### config.mk
export PLATFORM = sky130hd
export DESIGN_NAME = control_sequencer
export DESIGN_NICKNAME = d
export VERILOG_FILES = /design/src/rtl/control_sequencer.sv
export SDC_FILE = /design/constraint.sdc
export NUM_CORES = 1
export LEC_CHECK = 0
export CAP_MARGIN = 20
export CORE_MARGIN = 5
export CORE_UTILIZATION = 45
export CTS_CLUSTER_DIAMETER = 60
export CTS_CLUSTER_SIZE = 28
export DETAILED_ROUTE_END_ITERATION = 10
export GPL_ROUTABILITY_DRIVEN = 0
export PLACE_DENSITY = 0.85
export SETUP_SLACK_MARGIN = 0.02
export SLEW_MARGIN = 15
export SYNTH_ARGS = -nofsm -noshare
export SYNTH_HDL_FRONTEND = slang
export SYNTH_SLANG_ARGS = --single-unit
### constraint.sdc
create_clock -name clk -period 3.1 [get_ports clk]
set_input_delay 0.31 -clock clk [delete_from_list [all_inputs] [get_ports clk]]
set_output_delay 0.31 -clock clk [all_outputs]
set_load 0.1 [all_outputs]
### src/rtl/control_sequencer.sv
// Multicycle datapath next-state controller: sequences fetch/decode/execute
// states, stalls on memory handshakes, traps on illegal opcodes, counts retirements.
module control_sequencer #(
    parameter int unsigned COUNT_W = 16
) (
    input  logic               clk,
    input  logic               rst_n,
    input  logic               mem_ready,
    input  logic [31:0]        mem_rdata,
    input  logic               halt_req,
    output logic [3:0]         state,
    output logic [5:0]         opcode,
    output logic               instr_done,
    output logic [COUNT_W-1:0] retired_count,
    output logic               trap
);

    localparam int unsigned ST_W = 4;
    localparam int unsigned OP_W = 6;

    localparam logic [OP_W-1:0] OP_LDI  = 6'h20;
    localparam logic [OP_W-1:0] OP_LD   = 6'h21;
    localparam logic [OP_W-1:0] OP_STR  = 6'h22;
    localparam logic [OP_W-1:0] OP_BEQ  = 6'h23;
    localparam logic [OP_W-1:0] OP_BNE  = 6'h24;
    localparam logic [OP_W-1:0] OP_JUMP = 6'h25;

    typedef enum logic [ST_W-1:0] {
        S_IF      = 4'd0,
        S_RF      = 4'd1,
        S_IMM2    = 4'd2,
        S_ALU_R3  = 4'd3,
        S_ALU_RI3 = 4'd4,
        S_ALU4    = 4'd5,
        S_BRANCH3 = 4'd6,
        S_MEMREF3 = 4'd7,
        S_LOAD4   = 4'd8,
        S_STORE4  = 4'd9,
        S_LOAD5   = 4'd10,
        S_JUMP3   = 4'd11,
        S_TRAP    = 4'd15
    } state_e;

    state_e             state_q, state_d;
    logic [OP_W-1:0]    opcode_q, opcode_d;
    logic               done_q, done_d;
    logic               trap_q, trap_d;
    logic [COUNT_W-1:0] count_q;

    // Only the opcode field of the fetched word matters here.
    logic unused_rdata;
    assign unused_rdata = ^mem_rdata[25:0];

    // State, opcode and retirement registers.
    always_ff @(posedge clk or negedge rst_n) begin
        if (!rst_n) begin
            state_q  <= S_IF;
            opcode_q <= '0;
            done_q   <= 1'b0;
            trap_q   <= 1'b0;
            count_q  <= '0;
        end else begin
            state_q  <= state_d;
            opcode_q <= opcode_d;
            done_q   <= done_d;
            trap_q   <= trap_d;
            if (done_d) begin
                count_q <= count_q + COUNT_W'(1);
            end
        end
    end

    // Next-state decode; done_d marks transitions that retire an instruction.
    always_comb begin
        state_d  = state_q;
        opcode_d = opcode_q;
        done_d   = 1'b0;
        case (state_q)
            S_IF: begin
                if (!halt_req && mem_ready) begin
                    opcode_d = mem_rdata[31:26];
                    state_d  = S_RF;
                end
            end
            S_RF: begin
                if (opcode_q[5:4] == 2'b00) begin
                    state_d = S_ALU_R3;
                end else if (opcode_q[5:4] == 2'b01) begin
                    state_d = S_ALU_RI3;
                end else begin
                    case (opcode_q)
                        OP_LDI:         state_d = S_IMM2;
                        OP_LD, OP_STR:  state_d = S_MEMREF3;
                        OP_BEQ, OP_BNE: state_d = S_BRANCH3;
                        OP_JUMP:        state_d = S_JUMP3;
                        default:        state_d = S_TRAP;
                    endcase
                end
            end
            S_ALU_R3, S_ALU_RI3: state_d = S_ALU4;
            S_ALU4, S_IMM2, S_BRANCH3, S_JUMP3, S_LOAD5: begin
                state_d = S_IF;
                done_d  = 1'b1;
            end
            S_MEMREF3: begin
                if (opcode_q == OP_LD) begin
                    state_d = S_LOAD4;
                end else if (opcode_q == OP_STR) begin
                    state_d = S_STORE4;
                end else begin
                    state_d = S_TRAP;
                end
            end
            S_LOAD4: begin
                if (mem_ready) begin
                    state_d = S_LOAD5;
                end
            end
            S_STORE4: begin
                if (mem_ready) begin
                    state_d = S_IF;
                    done_d  = 1'b1;
                end
            end
            S_TRAP:  state_d = S_TRAP;
            default: state_d = S_TRAP;
        endcase
        trap_d = (state_d == S_TRAP);
    end

    assign state         = state_q;
    assign opcode        = opcode_q;
    assign instr_done    = done_q;
    assign retired_count = count_q;
    assign trap          = trap_q;

endmodule

==> results of run 1 <==
flip-flops by register name, summed over array words and instances, names as in the netlist:
register	cells
instr_done	1
state	4
opcode	6
retired_count	16
trap	1
kinds of logic (layout without fill, tap and decap cells):
group	Yosys count	in the layout	synth area share (%)
AND/OR/NAND/NOR	53	53	22.0
adder cells (fa/ha/maj)	1	1	0.870
buffers and inverters	8	44	3.39
flip-flops	28	28	48.7
multiplexers	7	7	5.40
AO/OA/AOI/OAI	17	17	9.23
XOR/XNOR	17	17	10.4
metal layers:
layer  routed length [um]  share of wire (%)  up-vias  global-route usage [%]
li1                     -                  -      543                       -
met1                 1280                 42      540                    17.7
met2                 1630                 53       30                    27.9
met3                  164                5.3        2                    4.05
met4                    9               0.29        0                    5.33
met5                    0                  0        -                       0
path summary, 6_finish.rpt:
path	slack [ns]	end	depth (start not counted)
hold / removal	0.33	retired_count[4]$_DFFE_PN0P_	2
setup / recovery	0.85	retired_count[9]	1
setup reg to reg	1.26	retired_count[6]$_DFFE_PN0P_	5
hold reg to reg	0.49	retired_count[15]$_DFFE_PN0P_	1
min in group clk	0.49	retired_count[15]$_DFFE_PN0P_	1
max in group asynchronous	2.50	opcode[3]$_DFFE_PN0P_	2
Yosys cell counts (all sizes together), types with 3 or more instances:
| master | n |
|---|---|
| nand4 | 7 |
| xor2 | 6 |
| dfrtp | 28 |
| nor2 | 8 |
| nand3 | 8 |
| mux2 | 6 |
| buf | 5 |
| nand2 | 9 |
| xnor2 | 11 |
| a21oi | 4 |
| nor3 | 3 |
metrics by stage:
stage | instance area [um2] | std cells | worst slack [ns] | power (uW) | util [%]
detailed placement | 1790 | 207 | 1.09 | 2030 | 58.5
CTS | 1840 | 211 | 0.823 | 2270 | 60.2
floorplan | 1440 | 131 | 0.809 | 1760 | -
global route | 1840 | 211 | 0.768 | 2370 | 60.2
global placement | 1790 | 207 | 1.10 | 2000 | 58.5
finish | 1840 | 211 | 0.845 | 2260 | 60.2
power breakdown:
part           internal (uW)  total, uW  switching, uW
clock                    131        238            108
sequential               469        651            182
combinational            347       1370           1020
total                    947       2260           1310
final cells by class:
type,count,area share (%)
clock inverter,1,1.63
multi-input combinational,95,37.4
timing repair buffer,38,18.2
sequential,28,38.1
tap,44,2.99
inverter,2,0.408
clock buffer,3,1.22
cells in the final DEF, fill, tap and decap left out, types with 3 or more instances in the layout:
master           count
a21oi_1              4
buf_4               18
clkbuf_4             3
clkdlybuf4s50_1     20
dfrtp_1             28
mux2_2               6
nand2_1              9
nand3_1              7
nand4_1              5
nor2_1               8
nor3_1               3
xnor2_1             11
xor2_1               6
==> results.ini, run 1 <==
[synthesis]
synth_seq_area_share_pct=48.7
synth-main-ff-cell=dfrtp_1
async_flop_share_pct=100
synth_largest_area_cell=dfrtp_1
postSynthCellCount=131
syn_area_per_cell_um2=11.0
ys_warn_count=0
synth_top_area_share_pct=48.7
syn_nets=168
ys_top_cells_by_area=dfrtp_1, xnor2_1, mux2_2, xor2_1, nand3_1
syn_area_um2=1440
synth_edf_count=0
yosysUniqueCellTypes=44
ys_seq_elements=28

[cts]
cts_root_buf=clkbuf_4
cts.sinks=28
clockBufferDepth=2
clk_latency_ns=0.32
cts_resized=0
clk_pin_slew_ns=0.15
cts_tree=done
ctsHoldBuffers=0
post-cts-setup-buffers=0
numCtsBuffers=3
cts_htree_levels=1

[sta]
fin_skew_ns=0.00294
slew_viol_final=0
min_period_ns=2.25
tns_ns=0
setup_violations=0
fin_hold_ws_ns=0.333
fin_crit_sh_pct=72.7
slew_headroom_pct=34.3
worstMarginPinSlew_ns=0.982
max_freq_ghz=0.444
rsz0062_at_grt=false
hold_viol_final=0

[critical_path]
setup.worst_path.start=retired_count[9]$_DFFE_PN0P_
cp-start-kind=flip-flop
reg2reg_from=state[3]$_DFF_PN0_
crit_buf_inv=1
path_max_fanout=4
cp-end-kind=output pin
slowest_stage=clkdlybuf4s50_1
cp_data_arrival_time_ns=1.94
worstPathRequired_ns=2.79
crit_path_max_incr_delay_ns=1.17
critPathKind=flip-flop to output pin
path_cells=clkdlybuf4s50_1
critPathTopFamily=buffers and inverters

[die]
die-area_um2=4420
io_pins=64
start_util_pct=47.1
coreArea_um2=3050
chipHeight_um=66.5
row_count=20
fp.dieW_um=66.5

[routing]
antenna_left=0
via_count=1115
drc=0
firstDrtPassIters=4
drtIter0Drc=86
vias_per_cell=5.28
wl_um=3090
wl_per_cell_um=14.6

[power]
p_leak_uw=0.000812
p_per_area_nw_per_um2=1230
vdd.ir_drop.worst_mv=0.463

[global_route]
antenna_found_initial=0
grt.total_usage_pct=15.6
overflow=0
grt_pass1_vias=1150
grt_pass1_wl_um=5270
grt_max_degree=29

[placement]
io_buffer_count=37
dp_hpwl_um=2360

[final_layout]
multiInputGateArea_um2=688
seqCellArea_um2=701
fill_cells=268
antenna_cells=0
nets=205
drive_gt1_share_pct=20.4
synthToLayoutAreaGrowth_pct=27.9

[job]
maxCapViolations=0

[status]
status=finished, final reports clean

[hold_path]
hold_path_class=primary input to async pin

No activity file was read; power rests on OpenSTA's default activity.
==> inputs of run 2 (changes only) <==
- CORE_UTILIZATION: 45 -> 41
- PLACE_DENSITY: 0.85 -> 0.79
- clock period: 3.1 -> 2.13 ns (I/O delays scaled with it)
==> run 2 against run 1 <==
  * Worst setup slack worse by 0.55 ns
  * Sequential share of layout area up 0.92 points
  * Register-to-register slack worse by 0.96 ns
  * Die area up 8.3%
  * Hold slack worse by 0.090 ns
  * Non-clock buffer count up 1
  * Critical path type is now flip-flop to flip-flop
  * Largest cell class unchanged
==> results.ini, run 2 (synthesized netlist as in run 1, its figures left out) <==
[job]
maxCapViolations=0  ; unchanged

[sta]
slew_headroom_pct=63.3  ; was 34.3%
fin_crit_sh_pct=86.0
slew_viol_final=0  ; unchanged
worstMarginPinSlew_ns=0.543  ; was 0.982 ns
fin_hold_ws_ns=0.243  ; was 0.333 ns
min_period_ns=1.83
hold_viol_final=0  ; unchanged
max_freq_ghz=0.546
rsz0062_at_grt=false  ; unchanged
setup_violations=0  ; unchanged
fin_skew_ns=0.00431  ; was 0.00294 ns

[routing]
drc=0  ; unchanged
via_count=1166  ; was 1115
wl_um=3150  ; was 3090 um
drtIter0Drc=43  ; was 86
wl_per_cell_um=14.7  ; was 14.6 um
vias_per_cell=5.45  ; was 5.28
firstDrtPassIters=4  ; unchanged
antenna_left=0  ; unchanged

[cts]
clockBufferDepth=2  ; unchanged
post-cts-setup-buffers=0  ; unchanged
ctsHoldBuffers=0  ; unchanged
clk_latency_ns=0.32  ; about the same
cts_htree_levels=1  ; unchanged
cts_resized=0  ; unchanged
cts.sinks=28  ; unchanged
clk_pin_slew_ns=0.14  ; was 0.15 ns
cts_root_buf=clkbuf_4  ; unchanged
cts_tree=done  ; unchanged
numCtsBuffers=3  ; unchanged

[placement]
io_buffer_count=37  ; unchanged
dp_hpwl_um=2330  ; was 2360 um

[critical_path]
worstPathRequired_ns=2.34  ; was 2.79 ns
crit_path_max_incr_delay_ns=0.53  ; was 1.17 ns
reg2reg_to=state[0]$_DFF_PN0_  ; was retired_count[6]$_DFFE_PN0P_
cp_data_arrival_time_ns=2.05  ; was 1.94 ns
r2r_slack_ns=0.30  ; was 1.26 ns
path_cells=or3b_1 -> or4b_1 -> a21boi_1 -> o21ai_1  ; was clkdlybuf4s50_1
path_max_fanout=5  ; was 4
slowest_stage=or4b_1  ; was clkdlybuf4s50_1
cp-start-kind=flip-flop  ; unchanged
r2r_cells=4  ; was 5
reg2reg_from=opcode[3]$_DFFE_PN0P_  ; was state[3]$_DFF_PN0_
critPathKind=flip-flop to flip-flop  ; was flip-flop to output pin
cp-end-kind=flip-flop  ; was output pin

[global_route]
grt_pass1_vias=1159  ; was 1150
antenna_found_initial=0  ; unchanged
grt_max_degree=29  ; unchanged
grt_pass1_wl_um=5230  ; was 5270 um
overflow=0  ; unchanged
grt.total_usage_pct=13.1  ; was 15.6%

[hold_path]
hold_path_class=primary input to async pin  ; unchanged

[die]
start_util_pct=42.7  ; was 47.1%
row_count=21  ; was 20
die-area_um2=4790  ; was 4420 um2
chipHeight_um=69.2  ; was 66.5 um
io_pins=64  ; unchanged
fp.dieW_um=69.2  ; was 66.5 um
coreArea_um2=3360  ; was 3050 um2

[final_layout]
mostFrequentLayoutCells=buf_4, dfrtp_1, xnor2_1  ; was dfrtp_1, clkdlybuf4s50_1, buf_4
synthToLayoutAreaGrowth_pct=26.0  ; was 27.9%
seqCellArea_um2=707  ; was 701 um2
drive_gt1_share_pct=30.4  ; was 20.4%
largest_reg_flops=16  ; unchanged
layout_commonest_cell=buf_4  ; was dfrtp_1
multiInputGateArea_um2=688  ; unchanged
nets=206  ; was 205
antenna_cells=0  ; unchanged
fill_cells=309  ; was 268
fin_util_pct=53.9  ; was 60.2%

[status]
status=finished, final reports clean  ; unchanged

[run 2: cell count changes in the layout (fill, tap and decap cells not counted)]
cell,delta
dfrtp_1,-5
dfrtp_2,+5
bufinv_16,-1
buf_4,+12
clkdlybuf4s50_1,-11
clkbuf_8,+1
[run 2: how the worst max path moves through the flow]
| stage | from | endpoint | slack (ns) | depth (start not counted) |
|---|---|---|---|---|
| after detailed placement | mem_ready | retired_count[5]$_DFFE_PN0P_ | 0.34 | 6 |
| final | opcode[3]$_DFFE_PN0P_ | state[0]$_DFF_PN0_ | 0.30 | 4 |
| after floorplan | retired_count[2]$_DFFE_PN0P_ | retired_count[9]$_DFFE_PN0P_ | -0.005 | 5 |
| after CTS | opcode[3]$_DFFE_PN0P_ | state[0]$_DFF_PN0_ | 0.35 | 4 |
| after global placement | mem_ready | retired_count[5]$_DFFE_PN0P_ | 0.35 | 6 |
| after global routing | opcode[3]$_DFFE_PN0P_ | state[0]$_DFF_PN0_ | 0.25 | 4 |
[run 2: final cells by class]
type	count	share of cell area (%)
Clock buffer	4	2.00
Timing Repair Buffer	39	17.4
Tap cell	46	3.18
Multi-Input combinational cell	95	38.0
Sequential cell	28	39.0
Inverter	2	0.414
[run 2: critical path, delay by kind of cell, from the launching register on]
kind	cells	cell delay, ns
and+or+nand+nor	2	1.00
DFF	1	0.43
AOI/OAI and AO/OA	2	0.30
[run 2: through the flow]
step	setup WS, ns	instance area [um2]	TNS (ns)	instances
after global placement	0.354	1780	0	210
final	0.297	1810	0	214
after CTS	0.351	1810	0	214
after global routing	0.250	1810	0	214
after floorplan	-0.00502	1440	-0.00502	131
after detailed placement	0.344	1780	0	210
[run 2: layer usage]
metal	track usage (%)	vias to the layer above	share of wire (%)	routed length (um)
li1	-	547	-	-
met1	15.4	573	43	1360
met2	22.2	44	50	1570
met3	3.62	2	6.9	218
met4	5.42	0	0.25	8
met5	0	-	0	0
Power of run 2 is left out: the tool's default activity adds up to more than one toggle a clock period on the data nets, which glitch-free logic cannot reach.
==> inputs of run 3 (changes only) <==
- CORE_MARGIN: 5 -> 2
==> run 3 against run 2 <==
  * Register-to-register slack improved by 0.07 ns
  * Global-route usage increased by 3.2 points
  * Clock-buffer cell count unchanged
  * Non-clock buffer count unchanged
  * Utilization decreased by 0.30 points
  * Via count increased by 0.94%
  * Routed wire length decreased by 1.5%
  * First-iteration DRC count increased by 130%
  * Die area decreased by 17%
==> results.ini, run 3 (synthesized netlist as in run 1, its figures left out) <==
[sta]
min_period_ns=1.77  ; was 1.83 ns
worstMarginPinSlew_ns=0.591  ; was 0.543 ns
fin_hold_ws_ns=0.258  ; was 0.243 ns
setup_violations=0  ; unchanged
worst_slack_ns=0.365  ; was 0.297 ns
rsz0062_at_grt=false  ; unchanged
fin_crit_sh_pct=82.9  ; was 86.0%
slew_viol_final=0  ; unchanged
fin_skew_ns=0.00907  ; was 0.00431 ns
slew_headroom_pct=60.0  ; was 63.3%
hold_viol_final=0  ; unchanged
max_freq_ghz=0.567  ; was 0.546 GHz

[die]
start_util_pct=42.7  ; unchanged
chipHeight_um=63.2  ; was 69.2 um
row_count=21  ; unchanged
io_pins=64  ; unchanged
coreArea_um2=3360  ; unchanged
die-area_um2=4000  ; was 4790 um2
fp.dieW_um=63.2  ; was 69.2 um

[critical_path]
critPathKind=flip-flop to flip-flop  ; unchanged
r2r_slack_ns=0.36  ; was 0.30 ns
worstPathRequired_ns=2.36  ; was 2.34 ns
cp_data_arrival_time_ns=2.00  ; was 2.05 ns
path_max_fanout=5  ; unchanged
reg2reg_from=opcode[3]$_DFFE_PN0P_  ; unchanged
reg2reg_to=trap$_DFF_PN0_  ; was state[0]$_DFF_PN0_
cp-end-kind=flip-flop  ; unchanged
r2r_cells=4  ; unchanged
cp-start-kind=flip-flop  ; unchanged

[cts]
clk_latency_ns=0.32  ; about the same
clk_pin_slew_ns=0.15  ; was 0.14 ns
cts_root_buf=clkbuf_4  ; unchanged
ctsHoldBuffers=0  ; unchanged
post-cts-setup-buffers=0  ; unchanged
cts_htree_levels=1  ; unchanged
clockBufferDepth=2  ; unchanged
numCtsBuffers=3  ; unchanged
cts.sinks=28  ; unchanged
cts_resized=0  ; unchanged
cts_tree=done  ; unchanged

[global_route]
grt_util_met1_pct=20.2  ; was 15.4%
grt_most_used_layer=met2  ; unchanged
use_met2_pct=29.1  ; was 22.2%
grt_max_degree=29  ; unchanged
grt_pass1_wl_um=5250  ; was 5230 um
overflow=0  ; unchanged
grt.met3_usage_pct=3.04  ; was 3.62%
antenna_found_initial=0  ; unchanged
grt_pass1_vias=1142  ; was 1159
grt.total_usage_pct=16.3  ; was 13.1%

[status]
status=finished, final reports clean  ; unchanged

[final_layout]
nets=206  ; unchanged
drive_gt1_share_pct=29.8  ; was 30.4%
antenna_cells=0  ; unchanged
mostFrequentLayoutCells=buf_4, dfrtp_1, xnor2_1  ; unchanged
synthToLayoutAreaGrowth_pct=25.3  ; was 26.0%
largest_reg_flops=16  ; unchanged
layout_commonest_cell=buf_4  ; unchanged

[placement]
pre_cts_slack_ns=0.308  ; was 0.344 ns
dp_hpwl_um=2250  ; was 2330 um
io_buffer_count=37  ; unchanged

[routing]
via_count=1177  ; was 1166
drc=0  ; unchanged
vias_per_cell=5.50  ; was 5.45
wl_per_cell_um=14.5  ; was 14.7 um
antenna_left=0  ; unchanged
wl_um=3110  ; was 3150 um
drtIter0Drc=97  ; was 43
firstDrtPassIters=4  ; unchanged

[hold_path]
hold_path_class=primary input to async pin  ; unchanged

[job]
maxCapViolations=0  ; unchanged

==> run 3: cell types whose count changed in the layout (fill, tap and decap cells not counted) <==
cell,change
clkbuf_1,+1
clkbuf_8,-1
==> run 3: routing by layer <==
metal / part of all wire [%] / vias up
li1: - / 551
met1: 43 / 587
met2: 51 / 37
met3: 5.5 / 2
met4: 0.35 / 0
met5: 0 / -
==> run 3: how the worst max path moves through the flow <==
stage / to / from / depth (start not counted)
after floorplan: retired_count[9]$_DFFE_PN0P_ / retired_count[2]$_DFFE_PN0P_ / 5
after global placement: retired_count[6]$_DFFE_PN0P_ / mem_ready / 6
after detailed placement: retired_count[5]$_DFFE_PN0P_ / mem_ready / 6
after CTS: state[0]$_DFF_PN0_ / opcode[3]$_DFFE_PN0P_ / 4
after global routing: trap$_DFF_PN0_ / opcode[5]$_DFFE_PN0P_ / 4
final: trap$_DFF_PN0_ / opcode[3]$_DFFE_PN0P_ / 4
==> run 3: critical path: stages, from the launching register on <==
cell     delay [ns]
dfrtp_1        0.43
or3b_1         0.46
o31ai_1        0.37
nand4_1        0.20
and3_1         0.23
==> run 3: layout make-up <==
class	count	area, um2
inverter	2	7.51
timing repair buffer	39	315
fill	319	1560
multi-input combinational	95	688
clock buffer	4	26.3
sequential	28	707
tap	46	57.6
==> run 3: stage by stage <==
step	area, um2	cells	utilization (%)	TNS, ns
after floorplan	1440	131	-	-0.00502
after global placement	1780	210	52.8	0
after detailed placement	1780	210	52.8	0
after CTS	1800	214	53.6	0
after global routing	1800	214	53.6	0
final	1800	214	53.6	0
Power of run 3 is left out for the same reason.
==> variant: new RTL, settings of run 3 <==
Change the parameter `COUNT_W` from 16 to 20.
--- a/src/rtl/control_sequencer.sv
+++ b/src/rtl/control_sequencer.sv
@@ -3,3 +3,3 @@
 module control_sequencer #(
-    parameter int unsigned COUNT_W = 16
+    parameter int unsigned COUNT_W = 20
 ) (
Ports: changed (resized retired_count); port bits go from 64 to 68. No check against the original RTL was run, so the function may have changed too.
==> variant against run 3 <==
Sequential cell count rose by 4; design area increased by 21%; worst setup slack worse by 0.032 ns; area after synthesis rose by 19%; wire length is 18% higher; utilization up 0.75 points; hold slack improved by 0.052 ns; critical path type unchanged; critical endpoint is now opcode[4]; highest routed layer unchanged.
==> variant: results (changes against run 3) <==
| Metric | Value |
|---|---|
| Fin nets | `234 (was 206)` |
| Leakage dissipation | `0.950 nW` |
| Worst Clk Skew | `0.0101 ns (was 0.00907 ns)` |
| Peak supply drop | `0.694 mV` |
| Sequential cell area share | `36.9% (was 39.2%)` |
| First-pass GRT wire length | `5.73 mm (was 5.25 mm)` |
| CP Max Fanout | `12 (was 5)` |
| Seq/Total Area, Yosys | `46.6% (was 48.7%)` |
| PortBufs | `41 (was 37)` |
| Dpl hpwl | `2.61 mm (was 2.25 mm)` |
| Num CTS Buffers | `5 (was 3)` |
| Clock-cell share | `4.23% (was 1.46%)` |
| Multi-input combinational area share | `37.8% (was 38.2%)` |
| Seq Cell Count | `32 (was 28)` |
| Post-synthesis net count | `188 (was 168)` |
| Total power | `3.88 mW` |
| Placed instance area | `2100 um2 (was 1780 um2)` |
| Run status | `complete, no violations (unchanged)` |
| Multi-input gate area | `827 um2 (was 688 um2)` |
| Net Sw Frac | `56.9%` |
| Buffer share of cell area | `17.2% (was 17.5%)` |
| Largest net degree at the start of global routing | `33 (was 29)` |
| Vias in the first global route | `1242 (was 1142)` |
| Clk_buf instances | `6 (was 4)` |
| Multi-input gates | `105 (was 95)` |
| Initial drt markers | `76 (was 97)` |
| WP data arrival | `1.97 ns (was 2.00 ns)` |
| Post-CTS resize count | `0 (unchanged)` |
| Yosys cell types | `43 (was 44)` |
| Antenna Cells | `0 (unchanged)` |
| Vias/cell | `5.35 (was 5.50)` |
| Crit-path max cell delay | `0.51 ns (was 0.46 ns)` |
| Grt total ovfl | `0 (unchanged)` |
| GR Util All Layers | `16.8% (was 16.3%)` |
| Buffers excl. clock | `47 (was 39)` |
| Layout Cells excl Fill | `248 (was 214)` |
| Worst-Margin Slew | `0.509 ns (was 0.591 ns)` |
| Layout cells sized above 1 | `33.3% (was 29.8%)` |
| Area contributors post-synth | `dfrtp_1, xnor2_1, o2111ai_1 (was dfrtp_1, xnor2_1, mux2_2)` |
| # fillers | `362 (was 319)` |
| Critical path's slowest cell | `dfrtp_1 (was or3b_1)` |
| Final core occ | `54.3% (was 53.6%)` |
| Clock latency on the worst-skew pair | `0.29 ns (was 0.32 ns)` |
| Asr flop ratio synth | `100% (unchanged)` |
| Max FFs per register | `20 (was 16)` |
| H-tree levels | `2 (was 1)` |
| Synth top cells by count | `dfrtp_1, xnor2_1, o2111ai_1 (was dfrtp_1, xnor2_1, nand2_1)` |
| Non-clock inverter count in the final layout | `6 (was 2)` |
| Reg clk slew, reported paths | `0.07 ns (was 0.15 ns)` |
| Placed cells | `240 (was 210)` |
| WL/cell | `14.7 um (was 14.5 um)` |
| Clk root buf | `clkbuf_8 (was clkbuf_4)` |
| Dpl ws | `0.234 ns (was 0.308 ns)` |
| Cells after Synth | `151 (was 131)` |
-- variant: cell families (layout without fill, tap and decap cells) --
family,after synthesis,after routing,synth area share [%]
muxes,7,7,5.90
xor gates and xnor gates,21,21,10.7
buffers and inverters,14,61,5.17
AOI/OAI and AO/OA,37,37,17.1
adders and majority gates,1,1,0.729
DFF,32,32,46.6
and+or+nand+nor,39,39,13.8
-- variant: worst paths after layout --
path / startpoint / to / slack [ns] / cells after the start
hold reg to reg: retired_count[18] / retired_count[18] / 0.49 / 1
setup / recovery: state[0] / opcode[4] / 0.33 / 4
min in group clk: retired_count[18] / retired_count[18] / 0.49 / 1
hold / removal: rst_n / retired_count[7] / 0.31 / 2
setup reg to reg: state[0] / opcode[4] / 0.33 / 4
max in group asynchronous: rst_n / state[3] / 1.50 / 2
-- variant: metal layers --
metal  up-vias  part of all wire (%)  GRT usage, %
li1        646                     -             -
met5         -                     0             0
met1       644                    45          21.2
met3         6                   4.3          4.87
met4         0                   2.1          10.0
met2        30                    49          25.5
